==> src/rtl/pipe_front_regs.sv <==
// Front-end pipeline registers: PC, IF/ID and ID/EX stages with stall/flush
// control and saturating hazard event counters.
module pipe_front_regs (
    input  logic        Clk,
    input  logic        Reset_n,
    input  logic        StallF,
    input  logic        StallD,
    input  logic        FlushE,
    input  logic        PCSrcD,
    input  logic [31:0] PCBranchD,
    input  logic [31:0] InstrF,
    input  logic [7:0]  CtrlD,
    input  logic [31:0] RD1D,
    input  logic [31:0] RD2D,
    input  logic [31:0] SignImmD,
    input  logic [4:0]  RsD,
    input  logic [4:0]  RtD,
    input  logic [4:0]  RdD,
    output logic [31:0] PCF,
    output logic [31:0] InstrD,
    output logic [31:0] PCPlus4D,
    output logic [7:0]  CtrlE,
    output logic [31:0] RD1E,
    output logic [31:0] RD2E,
    output logic [31:0] SignImmE,
    output logic [4:0]  RsE,
    output logic [4:0]  RtE,
    output logic [4:0]  RdE,
    output logic        ValidE,
    output logic [15:0] StallCount,
    output logic [15:0] FlushCount
);

    localparam int unsigned XLEN  = 32;
    localparam int unsigned CTRLW = 8;
    localparam int unsigned REGW  = 5;
    localparam int unsigned CNTW  = 16;

    logic [XLEN-1:0]  r_pcf;
    logic [XLEN-1:0]  r_instr_d;
    logic [XLEN-1:0]  r_pcplus4_d;
    logic [CTRLW-1:0] r_ctrl_e;
    logic [XLEN-1:0]  r_rd1_e;
    logic [XLEN-1:0]  r_rd2_e;
    logic [XLEN-1:0]  r_signimm_e;
    logic [REGW-1:0]  r_rs_e;
    logic [REGW-1:0]  r_rt_e;
    logic [REGW-1:0]  r_rd_e;
    logic             r_valid_e;
    logic [CNTW-1:0]  r_stall_cnt;
    logic [CNTW-1:0]  r_flush_cnt;

    logic [XLEN-1:0]  w_pcplus4;
    logic             w_flush_evt;

    assign w_pcplus4   = r_pcf + XLEN'(4);
    // A decode-stage branch squash only counts when IF/ID actually updates.
    assign w_flush_evt = FlushE | (PCSrcD & ~StallD);

    always_ff @(posedge Clk) begin
        if (!Reset_n) begin
            r_pcf       <= '0;
            r_instr_d   <= '0;
            r_pcplus4_d <= '0;
            r_ctrl_e    <= '0;
            r_rd1_e     <= '0;
            r_rd2_e     <= '0;
            r_signimm_e <= '0;
            r_rs_e      <= '0;
            r_rt_e      <= '0;
            r_rd_e      <= '0;
            r_valid_e   <= 1'b0;
            r_stall_cnt <= '0;
            r_flush_cnt <= '0;
        end else begin
            // StallF outranks a taken branch.
            if (!StallF) begin
                r_pcf <= PCSrcD ? PCBranchD : w_pcplus4;
            end

            if (!StallD) begin
                r_instr_d   <= PCSrcD ? '0 : InstrF;
                r_pcplus4_d <= PCSrcD ? '0 : w_pcplus4;
            end

            // ID/EX has no hold path; a flush loads a bubble.
            if (FlushE) begin
                r_ctrl_e    <= '0;
                r_rd1_e     <= '0;
                r_rd2_e     <= '0;
                r_signimm_e <= '0;
                r_rs_e      <= '0;
                r_rt_e      <= '0;
                r_rd_e      <= '0;
                r_valid_e   <= 1'b0;
            end else begin
                r_ctrl_e    <= CtrlD;
                r_rd1_e     <= RD1D;
                r_rd2_e     <= RD2D;
                r_signimm_e <= SignImmD;
                r_rs_e      <= RsD;
                r_rt_e      <= RtD;
                r_rd_e      <= RdD;
                r_valid_e   <= 1'b1;
            end

            if (StallD && (r_stall_cnt != '1)) begin
                r_stall_cnt <= r_stall_cnt + CNTW'(1);
            end
            if (w_flush_evt && (r_flush_cnt != '1)) begin
                r_flush_cnt <= r_flush_cnt + CNTW'(1);
            end
        end
    end

    assign PCF        = r_pcf;
    assign InstrD     = r_instr_d;
    assign PCPlus4D   = r_pcplus4_d;
    assign CtrlE      = r_ctrl_e;
    assign RD1E       = r_rd1_e;
    assign RD2E       = r_rd2_e;
    assign SignImmE   = r_signimm_e;
    assign RsE        = r_rs_e;
    assign RtE        = r_rt_e;
    assign RdE        = r_rd_e;
    assign ValidE     = r_valid_e;
    assign StallCount = r_stall_cnt;
    assign FlushCount = r_flush_cnt;

endmodule

==> config.mk <==
export PLATFORM = sky130hd
export DESIGN_NAME = pipe_front_regs
export DESIGN_NICKNAME = d
export VERILOG_FILES = /design/src/rtl/pipe_front_regs.sv
export SDC_FILE = /design/constraint.sdc
export NUM_CORES = 1
export LEC_CHECK = 0
export CAP_MARGIN = 20
export CELL_PAD_IN_SITES_DETAIL_PLACEMENT = 1
export CELL_PAD_IN_SITES_GLOBAL_PLACEMENT = 1
export CORE_AREA = 10 10 198 200
export CTS_CLUSTER_SIZE = 20
export DETAILED_ROUTE_END_ITERATION = 6
export DIE_AREA = 0 0 208 210
export PLACE_DENSITY_LB_ADDON = 0.1
export REMOVE_ABC_BUFFERS = 1
export SKIP_CTS_REPAIR_TIMING = 1
export SLEW_MARGIN = 20
export SYNTH_ARGS = -nofsm -noshare
export SYNTH_HDL_FRONTEND = slang
export SYNTH_SLANG_ARGS = --single-unit
==> constraint.sdc <==
create_clock -name Clk -period 1.9 [get_ports Clk]
set_input_delay 0.19 -clock Clk [delete_from_list [all_inputs] [get_ports Clk]]
set_output_delay 0.19 -clock Clk [all_outputs]
set_load 0.1 [all_outputs]
* Yosys cells after proc, flatten, opt, wreduce, memory -nomap -nowiden
Cells that the tools add are included.
** Storage, ports and cells
- Output and inout port bits :: 248
- Input bits :: 189
- Word-level logic and storage cells :: 29
- Register bits :: 248
** Operators by class
- Equality and inequality tests :: 2
- Bitwise logic cells :: 4
- Add/sub/neg operators :: 3
- Reductions and logical operators :: 3
- Mux-type cells :: 4
** Operators with widths (count)
- 32-bit two-way mux :: 3
- 16-bit by 1-bit adder with 16-bit output (second input constant) :: 2
- 32-bit by 3-bit adder with 32-bit output (second input constant) :: 1
- 16-bit inequality test (second input constant) :: 2
- 1-bit logical AND :: 2
- 1-bit inverter :: 2
- 2-bit OR reduction :: 1
- 1-bit AND :: 1
- 1-bit two-way mux :: 1
- 1-bit OR :: 1

* Longest topological paths before layout
- Depth in word-level cells :: 4
- Mapped depth :: 7
- Depth with buffers taken out :: 6

* Worst setup path before layout
OpenSTA, ideal clock, no wires.
- Path kind :: reg2reg
- Start point :: register r_pcf[2], in the netlist PCF[2]
- End point :: register r_pcf[28], in the netlist PCF[28]
- Clock period less this slack :: 2.782 ns
- Required time :: 1.780 ns
- Slack :: -0.882 ns
- Cell stages (with the launch flop) :: 7
- Buffers on the path :: 0
- Setup time :: 0.120 ns
- Data arrival time :: 2.662 ns
- Cells stage by stage :: dfxtp_1 -> ha_1 -> nand4_1 -> nor4_4 -> nand4_1 -> and3_1 -> o31a_1
** Between the ends
- Longest elaborated chain between the ends :: 2
** Ends and longest elaborated chain
- start: declaration :: line 39 : logic [XLEN-1:0] r_pcf;
- start signal: assignment :: line 78 : r_pcf <= PCSrcD ? PCBranchD : w_pcplus4;
- 32-bit by 3-bit adder with 32-bit output :: line 56 : assign w_pcplus4 = r_pcf + XLEN'(4);
- 32-bit two-way mux :: line 78
No other way between the ends.
A chain may end at the register's enable or synchronous reset.

* Worst setup path in the final report
- Start point :: register r_pcf[2], in the netlist PCF[2]
- End point :: register r_pcf[26], in the netlist PCF[26]
Same word-level chain as after synthesis.

==> flow_metrics.py <==
metrics = {
    "status": {
        "status": "finished clean",
    },
    "power": {
        "ir_drop_mv": 0.572,
        "report.power.total_mw": 14.5,
        "p_leak_nw": 6.41,
        "p_per_area_nw_per_um2": 958,
    },
    "setup_path": {
        "worstSetupStartpointType": "flop",
        "cp.required_ns": 2.34,
        "rr_worst_depth": 8,
        "reg2reg_to": "PCF[26]",
        "cp-end-kind": "flop",
        "critPathMaxFanout": 5,
        "timing.rr.start": "PCF[2]",
        "crit_type": "reg2reg",
        "crit_arrival_ns": 2.30,
        "r2r_setup_slack_ns": 0.04,
    },
    "worst_hold_path": {
        "min-delay-start": "StallD",
        "holdPathStages": 4,
        "hold_path_class": "in2reg",
        "holdPathEnd": "PCPlus4D[15]",
    },
    "finish": {
        "n_fill_cell": 4029,
        "layout-drive-gt1-share_pct": 28.0,
        "fin_nets": 1633,
        "syn2layout_area_growth_pct": 66.6,
        "diodes": 0,
        "fin_area_um2": 15100,
        "final_core_util_pct": 43.0,
    },
    "timing": {
        "relSlewSlack_pct": 62.2,
        "fin_worst_skew_ns": 0.0149,
        "setup_slack_ns": 0.0398,
        "finalCriticalPeriod_ns": 1.86,
        "timing.final.crit_share_pct": 97.9,
        "rsz0062_at_grt": "yes",
        "tightestPinTransition_ns": 0.567,
        "setup_viol": 0,
        "slew_viol_final": 0,
        "tns_ns": 0,
        "timing.final.hold_violations": 0,
        "fmax_mhz": 538,
    },
    "yosys": {
        "synthCells": 958,
        "synth_common_cells": "dfxtp_1 (248), and2_1 (123), nor2_1 (106)",
        "ys_ff_latch": 248,
        "synthTopCellsByArea": "dfxtp_1 (55%), and2_1 (8.5%), nor2_1 (4.4%)",
        "yosysWarnings": 0,
        "synth-async-reset-ratio_pct": 0,
        "ys.flop_type": "dfxtp_1",
        "yosysTopAreaCell": "dfxtp_1",
        "synth_top_cell_area_share_pct": 54.6,
        "synth_edf_count": 0,
        "netlist_area_um2": 9090,
        "yosysMostFrequentCell": "dfxtp_1",
        "synth.avg_cell_area_um2": 9.49,
        "ys_seq_area_share_pct": 54.6,
        "synth.distinct_cells": 55,
    },
    "grt": {
        "grt_pass1_wl_mm": 59.2,
        "antenna_found_initial": 7,
        "met3_usage_pct": 8.38,
        "use_met2_pct": 28.6,
        "track_usage_pct": 17.3,
        "use_met1_pct": 19.9,
        "busiest_layer": "met2",
        "grt_pass1_vias": 9057,
        "grt.overflow.total": 0,
        "grt_max_degree": 121,
    },
    "cts": {
        "clock-sinks": 248,
        "clockRootBuffer": "clkbuf_16",
        "tritoncts": "built",
        "clk_latency_ns": 0.56,
        "cts_buffers": 30,
        "path_clk_slew_ns": 0.06,
        "htreeDepth": 1,
        "clock_path_buffers": 3,
    },
    "flow_run": {
        "maxCapViolCount": 0,
    },
    "detailed_routing": {
        "drc": 0,
        "num_vias": 8695,
        "wirelength_mm": 39.9,
        "viasPerCell": 4.51,
        "avgRoutedWirePerCell_um": 20.7,
        "antenna_left": 0,
        "dr.pass1.iters": 4,
        "drtIter0Drc": 246,
    },
    "place": {
        "dp_hpwl_mm": 30.8,
        "port_buffers": 436,
        "place_ws_ns": -0.0325,
        "place_area_um2": 14000,
        "gp_congestion": 0.758,
    },
    "floorplan": {
        "core-area_um2": 35200,
        "die_w_um": 208,
        "initial_core_util_pct": 25.8,
        "io_pins": 437,
        "die_h_um": 210,
        "std_cell_rows": 69,
        "die-area_um2": 43700,
    },
}
## kinds of logic after synthesis
| group | synth area share, % |
|---|---|
| flops | 54.6 |
| simple gates | 23.8 |
| compound gates | 12.6 |
| fa+ha+maj | 0.413 |
| buf+inv | 3.12 |
| mux | 0.661 |
| xor+xnor | 4.82 |
## critical path: stages, from the launching register on
cell and delay, ns:
dfxtp_2 0.35, ha_4 0.14, nand4_1 0.25, nor4_4 0.30, buf_6 0.16, buf_4 0.13, and4_4 0.22, nand3b_1 0.11
a31oi_1 0.09
## worst max path at each step
| stage | startpoint | endpoint | slack [ns] | cells after the start |
|---|---|---|---|---|
| detailed placement | PCF[2] | PCF[28] | -0.03 | 7 |
| floorplan | Reset_n | ValidE | -2.03 | 2 |
| global placement | PCF[2] | PCF[28] | 0.02 | 7 |
| finish | PCF[2] | PCF[26] | 0.04 | 8 |
| CTS | PCF[2] | PCF[28] | -0.06 | 7 |
| global route | PCF[2] | PCF[30] | -0.08 | 7 |
## stage by stage
step	cells	hold WS, ns
final	1926	0.166
after global routing	1926	0.163
after CTS	1922	0.147
after detailed placement	1866	0.447
after global placement	1866	0.444
after floorplan	893	0.294
## placed cells by master, fill, tap and decap left out, types with 10 or more instances in the layout
cell             Yosys  final
clkdlybuf4s50_1      0    186
o21ai_0             41     38
nor3_1              15     14
a21oi_1             30     30
buf_4                0    308
buf_12               0     19
and4_1              11     10
and3_1              13     12
nor2_1             106    103
xor2_1              34     34
nand4_1             16     16
and2_1             123    123
a31oi_1             14     14
clkbuf_16            0     31
nand3_1             28     27
a22oi_1             49     49
nand2_1             56     54
dfxtp_1            248    246
xnor2_1             16     16
## layout make-up
type | count | area [µm²] | share of cell area, %
timing repair buffer | 516 | 4580 | 30.2
clock inverter | 15 | 211 | 1.40
tap | 461 | 577 | 3.81
multi-input combinational | 637 | 3890 | 25.7
clock buffer | 41 | 883 | 5.83
inverter | 8 | 31.3 | 0.207
sequential | 248 | 4970 | 32.8
## routing by layer
metal	share of wire [%]	routed length (µm)
met4	1.7	671
met2	47	18800
met3	10	4170
met5	0.21	85
met1	41	16200
## flip-flops by register name (all words and copies together) (netlist names)
| name | cells |
|---|---|
| RsE | 5 |
| SignImmE | 32 |
| PCPlus4D | 32 |
| CtrlE | 8 |
| RD2E | 32 |
| InstrD | 32 |
| FlushCount | 16 |
| RD1E | 32 |
| PCF | 32 |
| StallCount | 16 |
| RtE | 5 |
| ValidE | 1 |
| RdE | 5 |
## power breakdown
group / switching [mW] / internal [mW] / leakage, nW / total, mW
Combinational: 1.91 / 0.840 / 3.85 / 2.75
Clock: 2.36 / 3.92 / 0.535 / 6.28
Sequential: 0.0968 / 5.39 / 2.03 / 5.49
Note: power is estimated with default switching activity, not from simulation.
